==> config.mk <==
export PLATFORM = sky130hd
export DESIGN_NAME = clk_div_arbiter
export DESIGN_NICKNAME = d
export VERILOG_FILES = /design/src/rtl/clk_div_arbiter.sv
export SDC_FILE = /design/constraint.sdc
export NUM_CORES = 1
export LEC_CHECK = 0
export CAP_MARGIN = 25
export CORE_MARGIN = 4
export CORE_UTILIZATION = 53
export DETAILED_ROUTE_END_ITERATION = 6
export GPL_TIMING_DRIVEN = 0
export PLACE_DENSITY = 0.81
export SYNTH_ARGS = -nofsm -noshare
export SYNTH_HDL_FRONTEND = slang
export SYNTH_SLANG_ARGS = --single-unit
==> constraint.sdc <==
create_clock -name clk -period 5.95 [get_ports clk]
set_input_delay 0.595 -clock clk [delete_from_list [all_inputs] [get_ports clk]]
set_output_delay 0.595 -clock clk [all_outputs]
set_load 0.02 [all_outputs]
==> src/rtl/clk_div_arbiter.sv <==
// ============================================================================
// Module   : clk_div_arbiter
// Purpose  : Round-robin owner arbitration for one shared clock divider.
//            A new period is applied only on a divider wrap or a timeout.
// Revision : 1.0 - initial release
// ============================================================================
`default_nettype none

module clk_div_arbiter #(
    parameter logic [10:0] DEFAULT_PERIOD = 11'd4,
    parameter logic [15:0] WRAP_TIMEOUT   = 16'd4096
) (
    input  logic        clk,
    input  logic        rst,
    input  logic [2:0]  req,
    input  logic [10:0] period0,
    input  logic [10:0] period1,
    input  logic [10:0] period2,
    input  logic        div_wrap,
    output logic [10:0] period,
    output logic [2:0]  grant,
    output logic [2:0]  ack,
    output logic        busy
);

    typedef enum logic [2:0] {
        S_IDLE      = 3'd0,
        S_ARB       = 3'd1,
        S_WAIT_WRAP = 3'd2,
        S_OWNED     = 3'd3,
        S_RELEASE   = 3'd4
    } state_t;

    state_t      r_state;
    state_t      w_state_nxt;
    logic [1:0]  r_owner;
    logic [1:0]  r_last;
    logic [10:0] r_pending;
    logic [10:0] r_period;
    logic [15:0] r_cnt;

    logic        w_found;
    logic [1:0]  w_winner;
    logic [10:0] w_sel_period;
    logic [10:0] w_clamped;
    logic        w_fire;
    logic [2:0]  w_owner_oh;

    // Search order starts just after the previous owner.
    function automatic logic [2:0] f_pick(input logic [2:0] r, input logic [1:0] last);
        logic [1:0] a;
        logic [1:0] b;
        logic [1:0] c;
        case (last)
            2'd0:    begin a = 2'd1; b = 2'd2; c = 2'd0; end
            2'd1:    begin a = 2'd2; b = 2'd0; c = 2'd1; end
            default: begin a = 2'd0; b = 2'd1; c = 2'd2; end
        endcase
        if (r[a])      return {1'b1, a};
        else if (r[b]) return {1'b1, b};
        else if (r[c]) return {1'b1, c};
        else           return 3'b000;
    endfunction

    assign {w_found, w_winner} = f_pick(req, r_last);

    always_comb begin
        case (w_winner)
            2'd0:    w_sel_period = period0;
            2'd1:    w_sel_period = period1;
            default: w_sel_period = period2;
        endcase
    end

    assign w_clamped  = (w_sel_period < 11'd2) ? 11'd2 : w_sel_period;
    assign w_owner_oh = 3'b001 << r_owner;
    assign w_fire     = (r_state == S_WAIT_WRAP) &&
                        (div_wrap || (r_cnt == WRAP_TIMEOUT - 16'd1));

    always_ff @(posedge clk or posedge rst) begin
        if (rst) begin
            r_state <= S_IDLE;
        end else begin
            r_state <= w_state_nxt;
        end
    end

    // The new period is forwarded combinationally so it is visible in the ack cycle.
    always_comb begin
        w_state_nxt = r_state;
        grant       = 3'b000;
        ack         = 3'b000;
        period      = r_period;
        busy        = (r_state != S_IDLE);
        case (r_state)
            S_IDLE: begin
                if (|req) w_state_nxt = S_ARB;
            end
            S_ARB: begin
                if (w_found) begin
                    grant       = 3'b001 << w_winner;
                    w_state_nxt = S_WAIT_WRAP;
                end else begin
                    w_state_nxt = S_IDLE;
                end
            end
            S_WAIT_WRAP: begin
                grant = w_owner_oh;
                if (w_fire) begin
                    ack         = w_owner_oh;
                    period      = r_pending;
                    w_state_nxt = S_OWNED;
                end
            end
            S_OWNED: begin
                grant = w_owner_oh;
                if (!req[r_owner]) w_state_nxt = S_RELEASE;
            end
            S_RELEASE: begin
                w_state_nxt = (|req) ? S_ARB : S_IDLE;
            end
            default: begin
                w_state_nxt = S_IDLE;
            end
        endcase
    end

    always_ff @(posedge clk or posedge rst) begin
        if (rst) begin
            r_owner   <= 2'd0;
            r_last    <= 2'd2;
            r_pending <= DEFAULT_PERIOD;
            r_period  <= DEFAULT_PERIOD;
            r_cnt     <= 16'd0;
        end else begin
            if (r_state == S_ARB && w_found) begin
                r_owner   <= w_winner;
                r_pending <= w_clamped;
                r_cnt     <= 16'd0;
            end
            if (r_state == S_WAIT_WRAP) begin
                if (w_fire) r_period <= r_pending;
                else        r_cnt    <= r_cnt + 16'd1;
            end
            if (r_state == S_OWNED && !req[r_owner]) begin
                r_last <= r_owner;
            end
        end
    end

endmodule

`default_nettype wire

* Yosys cells after proc, flatten, opt, wreduce, memory -nomap -nowiden
Index checks and enable logic that the tools add are counted.
** Storage, ports and cells
- Output and inout port bits :: 18
- Word-level logic and storage cells :: 67
- Input port bits :: 39
- Register bits after elaboration :: 45
** Cells by class
- Shifts and indexed selects :: 2
- $lt $le $gt $ge :: 5
- Add/sub/neg operators :: 1
- Reduce and logical (&&, ||, !) cells :: 12
- Equal/unequal tests :: 10
- Muxes and demuxes :: 31
** Operator list (number)
- 2-to-1 mux 16 bit :: 3
- 2-to-1 mux 11 bit :: 3
- 2-to-1 mux 3 bit :: 9
- one-hot mux 11 bit (2 select lines) :: 1
- adder 16 x 1 -> 16 bit (second input constant) :: 1
- equality test 16 x 12 -> 1 bit (second input constant) :: 1
- one-hot mux 3 bit (5 select lines) :: 1
- less-than comparator 2 x 3 -> 1 bit (second input constant) :: 4
- one-hot mux 2 bit (2 select lines) :: 3
- less-than comparator 11 x 2 -> 1 bit (second input constant) :: 1
- binary-select mux 1 bit (select 2 bit) :: 4
- equality test 3 x 2 -> 1 bit (second input constant) :: 2
- != test 2 bit (second input constant) :: 3
- one-hot mux 3 bit (2 select lines) :: 1
- << shifter 1 x 2 -> 3 bit (first input constant) :: 2
- 2-to-1 mux 1 bit :: 5
- equality test 2 x 1 -> 1 bit (second input constant) :: 2
- logical NOT 2 bit :: 2
- equality test 3 x 1 -> 1 bit (second input constant) :: 1
- equality test 3 bit (second input constant) :: 1
- logical AND 1 bit :: 3
- logical NOT 3 bit :: 1
- AND reduction 3 bit :: 1
- nonzero test 3 bit :: 1
- 5 further kinds :: 5

* Depth between registers and ports, before layout
Gate-level depths: netlist (run 1).
- Depth in word-level cells :: 11
- Gate-level depth with buffers :: 8
- Depth with buffers taken out :: 7

* Least setup slack after synthesis (run 1)
OpenSTA, ideal clock, no wires.
- Path kind :: flip-flop to output port
- From :: reg r_cnt[0]
- To :: out period[2]
- Arrival time :: 1888 ps
- Setup slack :: 3467 ps
- Cell stages (with the launch flop) :: 8
- Path through :: dfrtp_1 -> ha_1 -> and3_1 -> and4_1 -> a21oi_1 -> nor3_2 -> buf_2 -> mux2_2
** Between the ends
- Cells in the longest elaborated chain, start to end :: 5
** Ends and longest elaborated chain
- from (decl) :: line 40 : logic [15:0] r_cnt;
- from (signal assigned) :: line 143 : else r_cnt <= r_cnt + 16'd1;
- equality test 16 x 12 -> 1 bit :: line 78 : (div_wrap || (r_cnt == WRAP_TIMEOUT - 16'd1));
- logical OR 1 bit :: line 78
- logical AND 1 bit :: line 77 : assign w_fire = (r_state == S_WAIT_WRAP) &&
- 2-to-1 mux 11 bit
- 2-to-1 mux 11 bit :: line 95 : case (r_state)
- to (decl) :: line 20 : output logic [10:0] period,
No other way between the ends.

* Worst setup path after layout (run 1)
- From :: in req[1]
- To :: out grant[0]
** Between the ends
- Cells in the longest elaborated chain, start to end :: 8
- Elaborated cells on any way between the ends :: 12
- Those cells by class :: shift (1); mux (11)
** Ends and longest elaborated chain
- from (decl) :: line 15 : input logic [2:0] req,
- binary-select mux 1 bit (select 2 bit) :: line 61 : else if (r[c]) return {1'b1, c};
- 2-to-1 mux 1 bit (not written as such) :: line 61
- 2-to-1 mux 3 bit :: line 61
- 2-to-1 mux 3 bit :: line 60 : else if (r[b]) return {1'b1, b};
- 2-to-1 mux 3 bit * :: line 59 : if (r[a]) return {1'b1, a};
- << shifter 1 x 2 -> 3 bit :: line 101 : grant = 3'b001 << w_winner;
- 2-to-1 mux 3 bit * :: line 100 : if (w_found) begin
- one-hot mux 3 bit (2 select lines) * :: line 95
- to (decl) :: line 21 : output logic [2:0] grant,
Every way passes the cells marked *; elsewhere a longest branch is shown, timed or not. The select of a mux whose other input is x is not followed.

==> impl_metrics.csv, run 1 <==
group,metric,value,unit
setup_path,crit_path_max_fanout,10,
grt,antenna_found_initial,0,
drt,drtIter0Drc,123,
setup_path,r2r_setup_slack,3.57,ns
job,drv_cap,0,
floorplan,die_area,5370,sq um
power,ir_worst_vdd,0.000316,V
synth,synthFlopType,"dfrtp_1",
synth,synth_cell_types,45,
synth,synth_edf_count,0,
setup_path,rr_endpoint,"r_pending[0]$_DFFE_PP0P_",
clocking,tritoncts,"yes",
setup_path,critPathLaunchType,"input port",
timing,fin_hold_ws,0.471,ns
timing,worst_pin_slew,0.553,ns
power,power.density,444,nW/um^2
drt,wl_per_cell,16.7,um
clocking,clk_path_buf_depth,2,
setup_path,criticalPathCategory,"in2out",
drt,route.detailed.drc,0,
grt,grt_max_degree,45,
clocking,cts_hold_buf,0,
layout,final_area,3020,sq um
synth,synth_top_area_share,46.6,%
floorplan,core,4060,sq um
power,p_leak,0.00133,uW
grt,grt_pass1_wl,9200,um
timing,max_freq,261,MHz
grt,grt_usage,22.4,%
power,power.switching,501,uW
timing,hold_violations,0,
synth,synth-seq-area-share,50.1,%
drt,vias_per_cell,5.80,
clocking,post-cts-setup-buffer-count,0,
floorplan,start_util,55.6,%
layout,area_growth,33.6,%
drt,routed_wl,5560,um
setup_path,ff2ff_path_depth,5,
clocking,clk_pin_slew_worst_paths,0.08,ns
power,power_frac_comb,46.4,%
placement,place_congestion,0.840,
timing,slew_headroom,63.0,%
power,seqPwrFrac,35.7,%
synth,synth_most_common_cell,"dfrtp_1",
layout,nNetsFinal,321,
clocking,cts_resized,0,
setup_path,r2r-start,"r_state[0]$_DFFE_PP0P_",
clocking,cts.sink_count,45,
floorplan,rows,23,
synth,ys_ff_latch,45,
placement,port_buffers,56,
layout,layout-drive-gt1-share,12.8,%
timing,drv_slew,0,
layout,antenna_cells,0,
timing,period_share,64.4,%
drt,drt_pass1_iterations,5,
clocking,numCtsBuffers,5,
floorplan,io_pins,57,
drt,vias,1925,
power,p_sw_share,37.4,%
setup_path,crit_path_end,"grant[0]",
placement,placed_area,2900,sq um
grt,grt_pass1_vias,1932,
grt,grt_overflow,0,
clocking,htreeDepth,2,
power,p_int,839,uW
drt,ant_nets,0,
min_path,hold_class,"in2async",
layout,fin_util,74.3,%
setup_path,critPathLaunch,"req[1]",
synth,mappedNetlistArea,2260,sq um
placement,pre_cts_ws,2.10,ns
setup_path,worstPathArrival,3.24,ns
synth,yosys.area.top_type,"dfrtp_1",
synth,syn-num-nets,257,
run_status,outcome,"finished, final reports clean",
power,power.share.clock,17.9,%
timing,setup_ws,2.12,ns
timing,fin_setup_tns,0,ns
timing,rsz0062_at_grt,"false",
clocking,cts_root_buffer,"clkbuf_8",
clocking,clock_latency,0.30,ns
placement,hpwl,4070,um
floorplan,die_h,73.3,um
synth,netlist_top_cells_count,"dfrtp_1 (42), nand2_1 (30), nor2_1 (14), o21ai_0 (14), mux2_2 (13)",
synth,async_flop_share,100,%
setup_path,critPathCaptureType,"output port",
layout,fill_cells,298,
floorplan,die_w,73.3,um
timing,fin_crit,3.83,ns
timing,setup_viol,0,
setup_path,crit_required,5.36,ns
synth,synthCells,217,
synth,synth_area_per_cell,10.4,sq um
timing,skew,0.00682,ns
synth,synthTopCellsByArea,"dfrtp_1 (47%), mux2_2 (6.5%), nand2_1 (5.0%), mux2i_1 (4.9%), dfstp_2 (3.5%)",
synth,ys_warn_count,0,
## critical path: stages
cell and delay (ns):
clkdlybuf4s50_1 0.54, nor3_1 0.49, nor2_1 0.11, nand3b_1 0.31, clkbuf_1 0.42, o32ai_1 0.19, clkdlybuf4s50_1 0.57
## metrics by stage
step	power, uW	instances
after CTS	1350	332
final	1340	332
after floorplan	855	217
after global placement	1090	323
after global routing	1430	332
after detailed placement	1100	324
## worst min path at each step
stage	from	endpoint	slack, ns	cells past startpoint
after detailed placement	r_pending[6]$_DFFE_PP0P_	r_pending[6]$_DFFE_PP0P_	0.47	2
final	rst	r_period[3]$_DFF_PP0_	0.47	2
after global routing	rst	r_period[3]$_DFF_PP0_	0.48	2
after global placement	r_cnt[8]$_DFF_PP0_	r_cnt[8]$_DFF_PP0_	0.46	1
after CTS	rst	r_period[3]$_DFF_PP0_	0.47	2
after floorplan	r_cnt[8]$_DFF_PP0_	r_cnt[8]$_DFF_PP0_	0.44	1
## cells by family after synthesis
family                     count (synthesis)  share of synthesized area (%)
adders and majority gates                  1                          0.554
muxes                                     24                           11.4
AOI/OAI and AO/OA                         48                           15.4
buffers and inverters                     14                           2.88
DFF                                       45                           50.1
xor gates and xnor gates                   2                          0.776
and+or+nand+nor                           83                           19.0
## layout make-up
type / count / area [sq um] / area share [%]
clock buffer: 7 / 86.3 / 2.86
buffer: 9 / 46.3 / 1.53
sequential: 45 / 1130 / 37.5
inverter: 5 / 18.8 / 0.622
clock inverter: 1 / 30.0 / 0.995
tap: 50 / 62.6 / 2.07
multi-input combinational: 158 / 1060 / 35.2
timing repair buffer: 57 / 581 / 19.2
## power by group through the flow
| stage | clock network, uW | registers, uW | logic (uW) |
|---|---|---|---|
| final | 240 | 478 | 622 |
| after global routing | 257 | 491 | 686 |
| after CTS | 245 | 477 | 627 |
| after detailed placement | 0 | 482 | 621 |
| after global placement | 0 | 476 | 609 |
| after floorplan | 0 | 463 | 392 |
## routing by layer
layer  global-route usage (%)  up-vias  part of all wire (%)
met3                     4.79       10                   3.2
met1                     30.1      942                    44
met4                     7.58        0                   2.2
li1                         -      930                     -
met2                     36.0       43                    51
met5                        0        -                     0
## cell usage in the layout, fill, tap and decap left out, types with 6 or more instances in the layout
cell type        instances
clkdlybuf4s50_1         56
dfrtp_1                 42
nand2_1                 30
nor2_1                  14
o21ai_0                 14
mux2_2                  13
nand3_1                 11
mux2i_1                 11
a22oi_1                  6
clkbuf_8                 6
## sequential cells by signal (all words and copies together), names as in the netlist
signal / count
r_owner: 2
r_period: 11
r_pending: 11
r_last: 2
r_cnt: 16
r_state: 3
No activity file was read; power rests on OpenSTA's default activity.
==> inputs of run 2 (changes only) <==
CORE_UTILIZATION = 44   (was 53)
PLACE_DENSITY = 0.72   (was 0.81)
clock period = 3.5 ns   (was 5.95 ns; I/O delays follow)
==> impl_metrics.csv, run 2 (synthesized netlist as in run 1, its figures left out) <==
group,metric,value,unit
run_status,outcome,"finished, final reports clean",
drt,ant_nets,0,
setup_path,critPathCaptureType,"output port",
timing,skew,0.0109,ns
drt,drt_pass1_iterations,5,
timing,fin_setup_tns,0,ns
timing,setup_ws,0.197,ns
power,p_sw_share,37.4,%
setup_path,criticalPathCategory,"reg2out",
job,drv_cap,0,
power,p_total,2290,uW
grt,grt_pass1_vias,1914,
placement,port_buffers,56,
layout,fin_util,63.2,%
timing,hold_violations,0,
timing,rsz0062_at_grt,"false",
power,seqPwrFrac,35.4,%
layout,final_common_cell,"clkdlybuf4s50_1",
clocking,numCtsBuffers,5,
layout,nNetsFinal,323,
grt,grt_pass1_wl,9110,um
power,power_frac_comb,46.7,%
grt,grt_overflow,0,
grt,antenna_found_initial,0,
layout,top_register,"r_cnt",
power,power.density,748,nW/um^2
drt,vias,1932,
setup_path,worstPathArrival,2.95,ns
min_path,hold_class,"in2async",
setup_path,critPathLaunch,"r_cnt[14]$_DFF_PP0_",
power,power.switching,857,uW
layout,final_cell_mix,"clkdlybuf4s50_1 (56), dfrtp_1 (42), nand2_1 (30)",
floorplan,io_pins,57,
power,p_leak,0.00134,uW
clocking,tritoncts,"yes",
floorplan,die_area,6340,sq um
clocking,htreeDepth,2,
timing,drv_slew,0,
timing,max_freq,303,MHz
clocking,clk_path_buf_depth,2,
setup_path,r2r-start,"r_state[0]$_DFFE_PP0P_",
power,power.share.clock,17.9,%
setup_path,crit_required,3.15,ns
drt,routed_wl,5640,um
timing,slew_headroom,61.4,%
clocking,cts.sink_count,45,
layout,instances_no_fill,351,
clocking,cts_root_buffer,"clkbuf_8",
grt,grt_max_degree,36,
setup_path,ff2ff_path_depth,5,
layout,antenna_cells,0,
timing,setup_viol,0,
clocking,clk_pin_slew_worst_paths,0.09,ns
power,ir_worst_vdd,0.000515,V
timing,fin_crit,3.30,ns
power,p_int,1430,uW
drt,drtIter0Drc,164,
layout,layout-drive-gt1-share,14.1,%
placement,pre_cts_ws,0.0998,ns
placement,hpwl,4250,um
layout,largest_reg_flops,16,
drt,wl_per_cell,16.1,um
floorplan,die_h,79.6,um
grt,grt_usage,18.4,%
drt,route.detailed.drc,0,
floorplan,rows,25,
clocking,clock_latency,0.30,ns
floorplan,start_util,46.6,%
timing,period_share,94.4,%
layout,top_regs,"r_cnt (16), r_pending (11), r_period (11)",
timing,worst_pin_slew,0.576,ns
setup_path,r2r_setup_slack,1.15,ns
layout,area_growth,35.8,%
placement,place_congestion,0.858,
drt,vias_per_cell,5.50,
setup_path,rr_endpoint,"r_pending[0]$_DFFE_PP0P_",
setup_path,critPathLaunchType,"flip-flop",
floorplan,die_w,79.6,um
floorplan,core,4850,sq um
setup_path,crit_path_max_fanout,10,
placement,dpl.cell_count,341,
run 2: changes by cell type in the layout (fill, tap and decap cells not counted):
| cell | delta |
|---|---|
| buf_4 | +2 |
| buf_2 | -1 |
| nor3_2 | +1 |
| clkinvlp_4 | +1 |
| nor3_1 | -1 |
| clkbuf_1 | -1 |
| clkbuf_4 | +1 |
run 2: repair_timing:
item	in CTS	in global routing
setup buffers	0	2
gates resized for setup	0	2
endpoints found under the setup margin	0	9
hold buffers	0	0
run 2: stage by stage:
step | hold slack [ns] | cell area, sq um
floorplan | 0.437 | 2260
global placement | 0.454 | 2900
detailed placement | 0.469 | 2920
CTS | 0.308 | 3040
global route | 0.310 | 3060
finish | 0.302 | 3060
run 2: worst max-delay path by stage:
| stage | cells past startpoint | slack, ns | to |
|---|---|---|---|
| floorplan | 7 | 1.26 | period[2] |
| global placement | 7 | 0.13 | grant[0] |
| detailed placement | 7 | 0.1 | grant[0] |
| CTS | 7 | 0.08 | period[8] |
| global route | 7 | 0.04 | grant[2] |
| finish | 7 | 0.20 | period[2] |
run 2: power by group through the flow:
stage	clock network, uW	logic [uW]	registers, uW
after floorplan	0	667	787
after global placement	0	1050	811
after detailed placement	0	1060	822
after CTS	416	1070	812
after global routing	438	1180	835
final	409	1070	812
run 2: final cells by class:
| class | count | area, sq um |
|---|---|---|
| sequential | 45 | 1130 |
| buffer | 9 | 48.8 |
| timing repair buffer | 59 | 596 |
| clock inverter | 2 | 37.5 |
| inverter | 5 | 18.8 |
| fill | 415 | 1780 |
| clock buffer | 6 | 82.6 |
| multi-input combinational | 158 | 1070 |
| tap | 67 | 83.8 |
run 2: routing by layer:
| metal | vias to the layer above | routed length [um] | global-route usage [%] |
|---|---|---|---|
| met5 | - | 0 | 0 |
| li1 | 933 | - | - |
| met2 | 46 | 2930 | 30.3 |
| met4 | 0 | 22 | 6.19 |
| met3 | 2 | 209 | 3.50 |
| met1 | 951 | 2480 | 24.4 |
run 2: worst max-delay path, cell delays in order, from the launching register on:
cell	delay, ns
dfrtp_1	0.42
nor4_1	0.34
and4_1	0.30
a21oi_1	0.12
nor3_2	0.25
clkbuf_4	0.29
mux2_2	0.37
clkdlybuf4s50_1	0.56
